==> src/rtl/ysyx_bpu_gshare_if.sv <==
// Fetch-side lookup and retire-side training bundle for the gshare next-PC predictor.
// The predictor connects to the slave modport, and the fetch/retire logic connects to the master modport.
interface ysyx_bpu_gshare_if #(
    parameter int XLEN = 32
);
    logic [XLEN-1:0] lk_pc;
    logic [31:0]     lk_inst;
    logic            lk_fire;
    logic [XLEN-1:0] out_pnpc;
    logic            out_ptaken;
    logic            upd_valid;
    logic            upd_is_br;
    logic            upd_is_jalr;
    logic [XLEN-1:0] upd_pc;
    logic [XLEN-1:0] upd_npc;
    logic            flush;
    logic            fence_time;

    modport master (
        output lk_pc, lk_inst, lk_fire,
        output upd_valid, upd_is_br, upd_is_jalr, upd_pc, upd_npc,
        output flush, fence_time,
        input  out_pnpc, out_ptaken
    );

    modport slave (
        input  lk_pc, lk_inst, lk_fire,
        input  upd_valid, upd_is_br, upd_is_jalr, upd_pc, upd_npc,
        input  flush, fence_time,
        output out_pnpc, out_ptaken
    );
endinterface

==> src/rtl/ysyx_bpu_gshare.sv <==
// Gshare next-PC predictor: a PHT indexed by the speculative history, a tagged BTB for JALR targets,
// and an optional return address stack that is built only when YSYX_BPU_RAS_EN is defined.
module ysyx_bpu_gshare #(
    parameter int XLEN      = 32,
    parameter int PHT_SIZE  = 64,
    parameter int CNT_W     = 2,
    parameter int GHR_W     = 6,
    parameter int BTB_SIZE  = 16,
    parameter int TAG_W     = 8,
    parameter int RAS_DEPTH = 4
) (
    input logic              clock,
    input logic              reset,
    ysyx_bpu_gshare_if.slave bus
);
    localparam int IW = $clog2(PHT_SIZE);
    localparam int BW = $clog2(BTB_SIZE);
    localparam logic [CNT_W-1:0] CNT_INIT = {1'b0, {(CNT_W-1){1'b1}}};

    logic [CNT_W-1:0] pht_q     [PHT_SIZE];
    logic [CNT_W-1:0] pht_d     [PHT_SIZE];
    logic [BTB_SIZE-1:0] btb_v_q, btb_v_d;
    logic [TAG_W-1:0] btb_tag_q [BTB_SIZE];
    logic [TAG_W-1:0] btb_tag_d [BTB_SIZE];
    logic [XLEN-1:0]  btb_tgt_q [BTB_SIZE];
    logic [XLEN-1:0]  btb_tgt_d [BTB_SIZE];
    logic [GHR_W-1:0] spec_ghr_q, spec_ghr_d;
    logic [GHR_W-1:0] ret_ghr_q, ret_ghr_d;

    logic [31:0]      inst;
    logic             is_br, is_jal, is_jalr;
    logic [XLEN-1:0]  imm_b, imm_j, pc4, pnpc;
    logic [IW-1:0]    pidx, uidx;
    logic [BW-1:0]    bidx, ubidx;
    logic [TAG_W-1:0] ltag, utag;
    logic             br_pred, btb_hit, jalr_hit;
    logic [XLEN-1:0]  jalr_tgt;
    logic             upd_br, upd_jalr, upd_taken;

    assign inst    = bus.lk_inst;
    assign is_br   = (inst[6:0] == 7'b1100011);
    assign is_jal  = (inst[6:0] == 7'b1101111);
    assign is_jalr = (inst[6:0] == 7'b1100111);
    assign imm_b   = {{(XLEN-12){inst[31]}}, inst[7], inst[30:25], inst[11:8], 1'b0};
    assign imm_j   = {{(XLEN-20){inst[31]}}, inst[19:12], inst[20], inst[30:21], 1'b0};
    assign pc4     = bus.lk_pc + XLEN'(4);

    assign pidx    = bus.lk_pc[IW+1:2] ^ IW'(spec_ghr_q);
    assign bidx    = bus.lk_pc[BW+1:2];
    assign ltag    = bus.lk_pc[BW+2+TAG_W-1:BW+2];
    assign br_pred = pht_q[pidx][CNT_W-1];
    assign btb_hit = btb_v_q[bidx] && (btb_tag_q[bidx] == ltag);

    assign upd_br    = bus.upd_valid && bus.upd_is_br;
    assign upd_jalr  = bus.upd_valid && bus.upd_is_jalr;
    assign upd_taken = (bus.upd_npc != bus.upd_pc + XLEN'(4));
    assign uidx      = bus.upd_pc[IW+1:2] ^ IW'(ret_ghr_q);
    assign ubidx     = bus.upd_pc[BW+1:2];
    assign utag      = bus.upd_pc[BW+2+TAG_W-1:BW+2];

`ifdef YSYX_BPU_RAS_EN
    localparam int RW = $clog2(RAS_DEPTH);

    logic [XLEN-1:0] ras_q [RAS_DEPTH];
    logic [XLEN-1:0] ras_d [RAS_DEPTH];
    logic [RW-1:0]   ras_ptr_q, ras_ptr_d, ras_ptr_inc;
    logic [RW:0]     ras_cnt_q, ras_cnt_d;
    logic            rd_link, rs1_link, ras_push, ras_pop, ras_pred;

    assign rd_link     = (inst[11:7] == 5'd1) || (inst[11:7] == 5'd5);
    assign rs1_link    = (inst[19:15] == 5'd1) || (inst[19:15] == 5'd5);
    assign ras_push    = (is_jal || is_jalr) && rd_link;
    assign ras_pop     = is_jalr && rs1_link && (ras_cnt_q != '0);
    assign ras_pred    = ras_pop && !rd_link;
    assign ras_ptr_inc = ras_ptr_q + RW'(1);

    always_comb begin
        jalr_hit = btb_hit;
        jalr_tgt = btb_tgt_q[bidx];
        if (ras_pred) begin
            jalr_hit = 1'b1;
            jalr_tgt = ras_q[ras_ptr_q];
        end
    end

    // The pointer always addresses the top entry; a full push wraps onto the oldest slot.
    always_comb begin
        ras_d     = ras_q;
        ras_ptr_d = ras_ptr_q;
        ras_cnt_d = ras_cnt_q;
        if (bus.fence_time) begin
            ras_ptr_d = '0;
            ras_cnt_d = '0;
        end else if (bus.lk_fire && !bus.flush) begin
            if (ras_push && ras_pop) begin
                ras_d[ras_ptr_q] = pc4;
            end else if (ras_push) begin
                ras_ptr_d          = ras_ptr_inc;
                ras_d[ras_ptr_inc] = pc4;
                if (ras_cnt_q != (RW+1)'(RAS_DEPTH)) ras_cnt_d = ras_cnt_q + (RW+1)'(1);
            end else if (ras_pop) begin
                ras_ptr_d = ras_ptr_q - RW'(1);
                ras_cnt_d = ras_cnt_q - (RW+1)'(1);
            end
        end
    end

    always_ff @(posedge clock) begin
        if (reset) begin
            ras_ptr_q <= '0;
            ras_cnt_q <= '0;
        end else begin
            ras_ptr_q <= ras_ptr_d;
            ras_cnt_q <= ras_cnt_d;
        end
    end

    always_ff @(posedge clock) begin
        ras_q <= ras_d;
    end
`else
    assign jalr_hit = btb_hit;
    assign jalr_tgt = btb_tgt_q[bidx];
`endif

    always_comb begin
        pnpc = pc4;
        if (is_br && br_pred)       pnpc = bus.lk_pc + imm_b;
        else if (is_jal)            pnpc = bus.lk_pc + imm_j;
        else if (is_jalr && jalr_hit) pnpc = jalr_tgt;
    end

    assign bus.out_pnpc   = pnpc;
    assign bus.out_ptaken = (pnpc != pc4);

    // Flush rebuilds the speculative history from the retired history, including this cycle's retire.
    always_comb begin
        pht_d      = pht_q;
        btb_v_d    = btb_v_q;
        btb_tag_d  = btb_tag_q;
        btb_tgt_d  = btb_tgt_q;
        spec_ghr_d = spec_ghr_q;
        ret_ghr_d  = ret_ghr_q;
        if (upd_br) begin
            if (upd_taken && (pht_q[uidx] != '1))
                pht_d[uidx] = pht_q[uidx] + CNT_W'(1);
            else if (!upd_taken && (pht_q[uidx] != '0))
                pht_d[uidx] = pht_q[uidx] - CNT_W'(1);
            ret_ghr_d = GHR_W'({ret_ghr_q, upd_taken});
        end
        if (upd_jalr) begin
            btb_v_d[ubidx]   = 1'b1;
            btb_tag_d[ubidx] = utag;
            btb_tgt_d[ubidx] = bus.upd_npc;
        end
        if (bus.flush)
            spec_ghr_d = ret_ghr_d;
        else if (bus.lk_fire && is_br)
            spec_ghr_d = GHR_W'({spec_ghr_q, br_pred});
        if (bus.fence_time) begin
            for (int i = 0; i < PHT_SIZE; i++) pht_d[i] = CNT_INIT;
            btb_v_d    = '0;
            spec_ghr_d = '0;
            ret_ghr_d  = '0;
        end
    end

    always_ff @(posedge clock) begin
        if (reset) begin
            for (int i = 0; i < PHT_SIZE; i++) pht_q[i] <= CNT_INIT;
            btb_v_q    <= '0;
            spec_ghr_q <= '0;
            ret_ghr_q  <= '0;
        end else begin
            pht_q      <= pht_d;
            btb_v_q    <= btb_v_d;
            spec_ghr_q <= spec_ghr_d;
            ret_ghr_q  <= ret_ghr_d;
        end
    end

    // BTB payload is qualified by the valid bits, so it carries no reset.
    always_ff @(posedge clock) begin
        btb_tag_q <= btb_tag_d;
        btb_tgt_q <= btb_tgt_d;
    end
endmodule

==> src/flat_wrapper.sv <==
// flat-port wrapper written by rule: the top's interface ports become plain ports
module ysyx_bpu_gshare_flat 
#(
    parameter int XLEN      = 32,
    parameter int PHT_SIZE  = 64,
    parameter int CNT_W     = 2,
    parameter int GHR_W     = 6,
    parameter int BTB_SIZE  = 16,
    parameter int TAG_W     = 8,
    parameter int RAS_DEPTH = 4
)
  (clock, reset, bus_lk_pc, bus_lk_inst, bus_lk_fire, bus_upd_valid, bus_upd_is_br, bus_upd_is_jalr, bus_upd_pc, bus_upd_npc, bus_flush, bus_fence_time, bus_out_pnpc, bus_out_ptaken);
  ysyx_bpu_gshare_if #(.XLEN(XLEN)) bus_i ();
  input logic clock;
  input logic reset;
  input wire logic [$bits(bus_i.lk_pc)-1:0] bus_lk_pc;
  input wire logic [$bits(bus_i.lk_inst)-1:0] bus_lk_inst;
  input wire logic [$bits(bus_i.lk_fire)-1:0] bus_lk_fire;
  input wire logic [$bits(bus_i.upd_valid)-1:0] bus_upd_valid;
  input wire logic [$bits(bus_i.upd_is_br)-1:0] bus_upd_is_br;
  input wire logic [$bits(bus_i.upd_is_jalr)-1:0] bus_upd_is_jalr;
  input wire logic [$bits(bus_i.upd_pc)-1:0] bus_upd_pc;
  input wire logic [$bits(bus_i.upd_npc)-1:0] bus_upd_npc;
  input wire logic [$bits(bus_i.flush)-1:0] bus_flush;
  input wire logic [$bits(bus_i.fence_time)-1:0] bus_fence_time;
  output wire logic [$bits(bus_i.out_pnpc)-1:0] bus_out_pnpc;
  output wire logic [$bits(bus_i.out_ptaken)-1:0] bus_out_ptaken;
  assign bus_i.lk_pc = bus_lk_pc;
  assign bus_i.lk_inst = bus_lk_inst;
  assign bus_i.lk_fire = bus_lk_fire;
  assign bus_i.upd_valid = bus_upd_valid;
  assign bus_i.upd_is_br = bus_upd_is_br;
  assign bus_i.upd_is_jalr = bus_upd_is_jalr;
  assign bus_i.upd_pc = bus_upd_pc;
  assign bus_i.upd_npc = bus_upd_npc;
  assign bus_i.flush = bus_flush;
  assign bus_i.fence_time = bus_fence_time;
  assign bus_out_pnpc = bus_i.out_pnpc;
  assign bus_out_ptaken = bus_i.out_ptaken;
  ysyx_bpu_gshare #(.XLEN(XLEN), .PHT_SIZE(PHT_SIZE), .CNT_W(CNT_W), .GHR_W(GHR_W), .BTB_SIZE(BTB_SIZE), .TAG_W(TAG_W), .RAS_DEPTH(RAS_DEPTH)) u_core (.clock(clock), .reset(reset), .bus(bus_i));
endmodule
==> config.mk <==
export PLATFORM = sky130hd
export DESIGN_NAME = ysyx_bpu_gshare_flat
export DESIGN_NICKNAME = d
export VERILOG_FILES = /design/src/rtl/ysyx_bpu_gshare_if.sv /design/src/rtl/ysyx_bpu_gshare.sv /design/src/flat_wrapper.sv
export SDC_FILE = /design/constraint.sdc
export NUM_CORES = 1
export LEC_CHECK = 0
export CORE_ASPECT_RATIO = 2
export CORE_MARGIN = 2
export CORE_UTILIZATION = 55
export DETAILED_ROUTE_END_ITERATION = 10
export GPL_TIMING_DRIVEN = 0
export PLACE_DENSITY = 0.76
export SETUP_SLACK_MARGIN = 0.5
export SLEW_MARGIN = 20
export SYNTH_ARGS = -nofsm -noshare
export SYNTH_HDL_FRONTEND = slang
export SYNTH_SLANG_ARGS = --single-unit
==> constraint.sdc <==
create_clock -name clock -period 5.2 [get_ports clock]
set_input_delay 0.78 -clock clock [delete_from_list [all_inputs] [get_ports clock]]
set_output_delay 0.78 -clock clock [all_outputs]
set_load 0.01 [all_outputs]
==> metrics.md, run 1 <==
| Metric | Value |
|---|---|
| Status | complete, but fails checks |
| Failing checks | setup timing |
| Min cycle time layout | 5910 ps |
| CTS tree | done |
| Clk root buf | clkbuf_16 |
| Final Cycle Share | 1.14 |
| Path length in cells of the critical path | 17 |
| Worst path most repeated cell | buf_12 |
| Synth Area in Adders | 0.0172 |
| Number of nets produced by synthesis | 3076 |
| Mapped Area | 38700 um2 |
| Power Dens Cells | 298 nW/um2 |
| Overall power | 14500 uW |
| Post-layout net count | 3532 |
| Share of cells above drive strength 1 | 0.288 |
| Synth Area in XOR/XNOR | 0.0310 |
| Clk_lat worst skew | 670 ps |
| IO Pins | 169 |
| Slowest cell on the critical path | mux4_2 |
| Final Cell Area | 48800 um2 |
| First-pass GRT wire length | 210000 um |
| Antenna-violating nets left | 0 |
| Drt initial violations | 3618 |
| Slew @ Worst Pin | 889 ps |
| Initial antenna violation count | 3 |
| FF-to-FF path depth | 14 |
| P_leak | 0.0168 uW |
| CP Buf/Inv Count | 6 |
| Buffer depth of the longest clock path | 3 |
| Fmax | 0.169 GHz |
| Yosys top cell by area | edfxtp_1 |
| Synth top area share | 0.496 |
| IO Port Bufs | 167 |
| GR Overflow Total | 0 |
| Top FF cell, synth | edfxtp_1 |
| DRT Wirelength | 149000 um |
| Num CTS Buffers | 70 |
| CP endpoint kind | output pin |
| Syn avg cell area | 13.4 um2 |
| Synth warn | 0 |
| Starting Density | 0.555 |
| Detailed placement HPWL | 102000 um |
| Final Core Density | 0.700 |
| Vias in the first global route | 30700 |
| Final RePlAce weighted congestion | 0.967 |
| WP data required | 4420 ps |
| Startpoint types | register |
| Worst-path cell chain | xor2_4 -> buf_12 -> buf_6 -> mux4_2 -> a211o_1 -> or4_4 -> nand3_4 -> buf_8 -> buf_12 -> buf_4 -> o221a_2 -> o221ai_1 -> a311oi_2 -> nand4_1 -> nor4_2 -> nand2_1 -> buf_2 |
| RSZ-0062 raised after global routing | true |
| Simple-gate share of the synthesized area | 0.0895 |
| Final hold viol count | 0 |
| Crit path max-delay family | simple AND/OR/NAND/NOR gates |
| Height of the die | 379 um |
| CTS clk-pin slew, worst paths | 70 ps |
| H-tree depth | 3 |
| Worst Path Arrival | 5130 ps |
| 1st-pass router iterations | 6 |
| Final setup fails | 17 |
| Seq/Total Area, Yosys | 0.577 |
| Cell Rows | 137 |
| Largest family of logic cells by synthesized area | multiplexers |
| WS Path Type | register to output pin |
| Post-Syn Instances | 2888 |
| Async set-reset flop share out of synthesis | 0 |
| Setup ws final | -714 ps |
| Vias | 30549 |
| Core region area | 69800 um2 |
| Pin count of the biggest net entering global routing | 23 |
| Max-cap viol count | 0 |
| Post-route DRC | 0 |
| Post-synthesis mux area share | 0.134 |
| Worst VDD drop | 364 uV |
| WHS | 486 ps |
| Max FO, Critical Path | 7 |
| Layout Skew | 12.3 ps |
| Largest cells by area after synthesis | edfxtp_1 (50%), mux4_2 (11%), dfxtp_1 (8.1%) |
| Max_slew headroom | 0.405 |
| Min-Delay Path Depth | 2 |
| Hold buffer count at CTS | 0 |
| Placed cell area | 42600 um2 |
| Drt wl/cell | 34.6 um |
| Vias per Instance | 7.09 |
| Post-synthesis compound-gate area fraction | 0.127 |
| Hold Path Class | register to register |
| Slew Viols, Final | 0 |
| Yosys reg bits | 796 |
| Post-synth EDFFs | 640 |
| Crit-path max cell delay | 610 ps |
| Die area | 72700 um2 |
| Synth cell types | 89 |
| CTS Sinks | 796 |
| Die width | 192 um |
| Area Growth Syn to Fin | 26.1% |
| Global Route Usage Sum | 0.412 |
-- what timing repair did --
| action | 4_1_cts | 5_1_grt |
|---|---|---|
| gates resized for setup | 716 | 151 |
| pin swaps | 82 | 40 |
| setup endpoints to repair | 163 | 161 |
| buffers inserted | 110 | 53 |
| endpoints found under the hold margin | 0 | 0 |
| cloned | 2 | 0 |
-- stage by stage --
step,TNS (ps),instances,setup WS [ps]
global route,-3380,4305,-967
global placement,-1580920,3958,-4140
CTS,-1150,4251,-565
finish,-2990,4310,-714
floorplan,0,2888,272
detailed placement,-330630,4010,-3340
-- power by group --
part / internal, uW / switching [uW] / leakage, uW
logic: 811 / 1290 / 0.00861
registers: 6930 / 25.1 / 0.00703
clock network: 2970 / 2520 / 0.00114
total: 10700 / 3830 / 0.0168
-- cell families (layout without fill, tap and decap cells) --
| kind of cell | count (synthesis) | in the layout |
|---|---|---|
| AOI/OAI and AO/OA | 691 | 691 |
| other | 0 | 6 |
| buffers and inverters | 224 | 737 |
| DFF | 796 | 796 |
| muxes | 289 | 289 |
| and+or+nand+nor | 700 | 700 |
| xor gates and xnor gates | 136 | 136 |
| adders and majority gates | 52 | 52 |
-- registers in the layout (all words and copies together), names as in the netlist, named ones only --
name	flops
u_core.spec_ghr_q	6
u_core.ret_ghr_q	6
u_core.btb_v_q	16
u_core.pht_q	64
u_core.btb_tag_q	128
u_core.btb_tgt_q	512
-- final timing paths --
check | from | end | slack, ps
min reg2reg | u_core.btb_v_q[4]$_SDFFE_PP0P_ | u_core.btb_v_q[4]$_SDFFE_PP0P_ | 490
min | u_core.btb_v_q[4]$_SDFFE_PP0P_ | u_core.btb_v_q[4]$_SDFFE_PP0P_ | 490
max | u_core.spec_ghr_q[0]$_SDFFE_PP0P_ | bus_out_ptaken | -710
max reg2reg | u_core.ret_ghr_q[0]$_SDFF_PP0_ | register | 550
-- worst register-to-register path: cells and delay by family, from the launching register on --
family,cells,cell delay (ps)
simple gates,4,1130
compound gates,5,1120
buf+inv,2,680
flops,1,670
xor+xnor,1,320
mux,1,290
fa+ha+maj,1,270
-- routing by layer --
metal | global-route usage | up-vias | wire length, um
li1 | - | 12503 | -
met4 | 0.347 | 4 | 15500
met1 | 0.435 | 15010 | 46100
met5 | 0 | - | 57
met2 | 0.686 | 2307 | 72600
met3 | 0.104 | 725 | 14700
-- final cells by class --
type / instances / area [um2]
timing repair buffer: 384 / 4010
fill: 4540 / 20900
clock buffer: 81 / 1850
inverter: 40 / 161
multi-input combinational: 1868 / 17200
antenna: 6 / 15.0
buffer: 184 / 1540
sequential: 796 / 22300
clock inverter: 48 / 527
tap: 903 / 1130
-- cells in the final DEF, fill, tap and decap left out, types with 57 or more instances in the layout --
cell / instances
a21oi_1: 59
nand2_1: 154
buf_6: 69
mux2i_1: 87
xnor2_1: 69
nor2_1: 143
nand3_1: 57
o21ai_0: 118
clkbuf_16: 76
clkdlybuf4s50_1: 107
o211ai_1: 75
dfxtp_1: 154
buf_4: 159
mux4_2: 183
edfxtp_1: 640
-- cells in the mapped netlist (32+ instances only) --
library cell,number
a21o_1,32
a21oi_1,72
a22oi_1,47
buf_2,34
clkbuf_1,121
dfxtp_1,156
edfxtp_1,640
ha_1,50
inv_1,40
mux2i_1,94
mux4_2,183
nand2_1,181
nand3_1,65
nand4_1,32
nor2_1,171
nor3_1,64
o211ai_1,75
o21ai_0,132
o311ai_0,47
o31ai_1,54
xnor2_1,80
xor2_1,55
Power figures use the tool's default switching activity.
==> run 2, diff against run 1 <==
--- a/config.mk
+++ b/config.mk
@@ -8,11 +8,12 @@
 export CORE_ASPECT_RATIO = 2
 export CORE_MARGIN = 2
 export CORE_UTILIZATION = 55
+export CTS_CLUSTER_SIZE = 40
 export DETAILED_ROUTE_END_ITERATION = 10
 export GPL_TIMING_DRIVEN = 0
 export PLACE_DENSITY = 0.76
-export SETUP_SLACK_MARGIN = 0.5
-export SLEW_MARGIN = 20
+export SETUP_SLACK_MARGIN = 0.4
+export SLEW_MARGIN = 0
 export SYNTH_ARGS = -nofsm -noshare
 export SYNTH_HDL_FRONTEND = slang
 export SYNTH_SLANG_ARGS = --single-unit
==> run 2 against run 1 <==
  * Die area did not move
  * The flow still finishes with violations (setup timing)
  * Sequential power barely moved
  * Fmax fell by 2.0%
  * Count of clock-buffer cells in the layout rose by 6
==> metrics.md, run 2 (synthesis results as in run 1) <==
| Metric | Value |
|---|---|
| Worst Path Arrival | 5250 ps |
| Slew Viols, Final | 0 |
| RSZ-0062 raised after global routing | true |
| Clk_lat worst skew | 660 ps |
| Clk root buf | clkbuf_16 |
| Post-route DRC | 0 |
| CTS Sinks | 796 |
| Die area | 72700 um2 |
| Commonest cells after routing, fill and taps aside | edfxtp_1 (640), mux4_2 (183), nand2_1 (154), dfxtp_1 (154), nor2_1 (141) |
| Top Registers | u_core.btb_tgt_q: 512 flops, u_core.btb_tag_q: 128 flops, u_core.pht_q: 64 flops |
| 1st-pass router iterations | 7 |
| Detailed placement HPWL | 101000 um |
| Cell Rows | 137 |
| Final hold viol count | 0 |
| Final setup fails | 13 |
| Final RePlAce weighted congestion | 0.967 |
| First-pass GRT wire length | 210000 um |
| IO Port Bufs | 167 |
| Max-cap viol count | 0 |
| Failing checks | setup timing |
| Vias per Instance | 7.09 |
| Min cycle time layout | 6030 ps |
| Final Cycle Share | 1.16 |
| Setup ws final | -834 ps |
| CTS clk-pin slew, worst paths | 70 ps |
| Starting Density | 0.555 |
| Num CTS Buffers | 69 |
| Drt wl/cell | 34.8 um |
| Initial antenna violation count | 13 |
| Height of the die | 379 um |
| WP data required | 4420 ps |
| Core region area | 69800 um2 |
| Layout Skew | 13.4 ps |
| Fillers | 4556 |
| Seq. cell area | 22300 um2 |
| Status | complete, but fails checks |
| Fmax | 0.166 GHz |
| Max reg flops | 512 |
| Share of cells above drive strength 1 | 0.287 |
| Max_slew headroom | 0.298 |
| Final Cell Area | 48900 um2 |
| P_leak | 0.0167 uW |
| Hold buffer count at CTS | 0 |
| CTS tree | done |
| Slew @ Worst Pin | 1050 ps |
| Area of the multi-input gates | 17300 um2 |
| Hold Path Class | register to register |
| Vias in the first global route | 30998 |
| Placed cell area | 42400 um2 |
| Antenna-violating nets left | 0 |
| DRT Wirelength | 150000 um |
| Largest Register | u_core.btb_tgt_q |
| WS Path Type | input pin to output pin |
| Area Growth Syn to Fin | 26.2% |
| Placement Setup Slack | -3330 ps |
| Die width | 192 um |
| Buffer depth of the longest clock path | 3 |
| Startpoint types | input pin |
| Final Core Density | 0.701 |
| Most common cell after layout, fill and taps aside | edfxtp_1 |
| Worst VDD drop | 346 uV |
| Post-layout net count | 3523 |
| GR Overflow Total | 0 |
| Drt initial violations | 3688 |
| Global Route Usage Sum | 0.411 |
| Vias | 30518 |
| IO Pins | 169 |
| Max FO, Critical Path | 10 |
| Power Dens Cells | 294 nW/um2 |
| H-tree depth | 3 |
| Pin count of the biggest net entering global routing | 24 |
| CP endpoint kind | output pin |
[run 2: changes by cell type in the layout (fill, tap and decap cells not counted), moves of 4 or more]
cell / delta
buf_4: -34
buf_6: +27
a21oi_2: -6
buf_12: +6
buf_16: -6
clkbuf_1: +6
diode_2: +5
a21oi_4: +4
buf_2: -4
clkinvlp_4: -4
[run 2: power by group]
group | switching [uW] | internal [uW]
clock network | 2450 | 2820
registers | 25.4 | 6930
logic | 1300 | 831
total | 3780 | 10600
[run 2: critical path, stage by stage]
cell      delay, ps
buf_12          100
buf_12          140
buf_6           110
buf_8           100
mux4_2          540
a22oi_2         310
o311ai_2        160
a211o_1         370
nor4_4          400
nand3_2         140
buf_4           250
o221ai_1        420
o221ai_1        240
a311oi_2        340
nand4_1         250
nor4_2          260
nand2_1         150
buf_2           170
[run 2: per-layer routing]
layer / vias to the layer above / global-route usage / wire length (um)
li1: 12510 / - / -
met1: 14885 / 0.423 / 45800
met2: 2336 / 0.691 / 73100
met3: 777 / 0.109 / 15100
met4: 10 / 0.349 / 15600
met5: - / 0.00839 / 123
[run 2: final cells by class]
| class | count | area share |
|---|---|---|
| tap | 903 | 0.0231 |
| timing repair buffer | 376 | 0.0826 |
| multi-input combinational | 1868 | 0.355 |
| antenna | 11 | 0.000563 |
| sequential | 796 | 0.457 |
| clock buffer | 87 | 0.0384 |
| clock inverter | 41 | 0.00822 |
| inverter | 40 | 0.00330 |
| buffer | 184 | 0.0319 |
[run 2: worst paths after layout]
check | slack (ps) | cells past startpoint | from | end
max | -830 | 18 | bus_lk_pc[2] | bus_out_ptaken
max reg2reg | 570 | 17 | u_core.ret_ghr_q[0]$_SDFF_PP0_ | register
min | 490 | 2 | u_core.btb_v_q[5]$_SDFFE_PP0P_ | u_core.btb_v_q[5]$_SDFFE_PP0P_
min reg2reg | 490 | 2 | u_core.btb_v_q[5]$_SDFFE_PP0P_ | u_core.btb_v_q[5]$_SDFFE_PP0P_
[run 2: repair_timing]
item,CTS,global route
buffers inserted,124,42
resized for setup,745,181
endpoints found under the setup margin,163,161
cloned,1,3
pin swaps,86,48
[run 2: through the flow]
stage	std cells	setup TNS [ps]	hold WS, ps	total power, uW
after floorplan	2888	0	435	8080
after global placement	3958	-1580920	447	8780
after detailed placement	3997	-337410	468	8830
after CTS	4250	-861	483	14200
after global routing	4301	-2970	503	14700
final	4306	-2440	495	14400
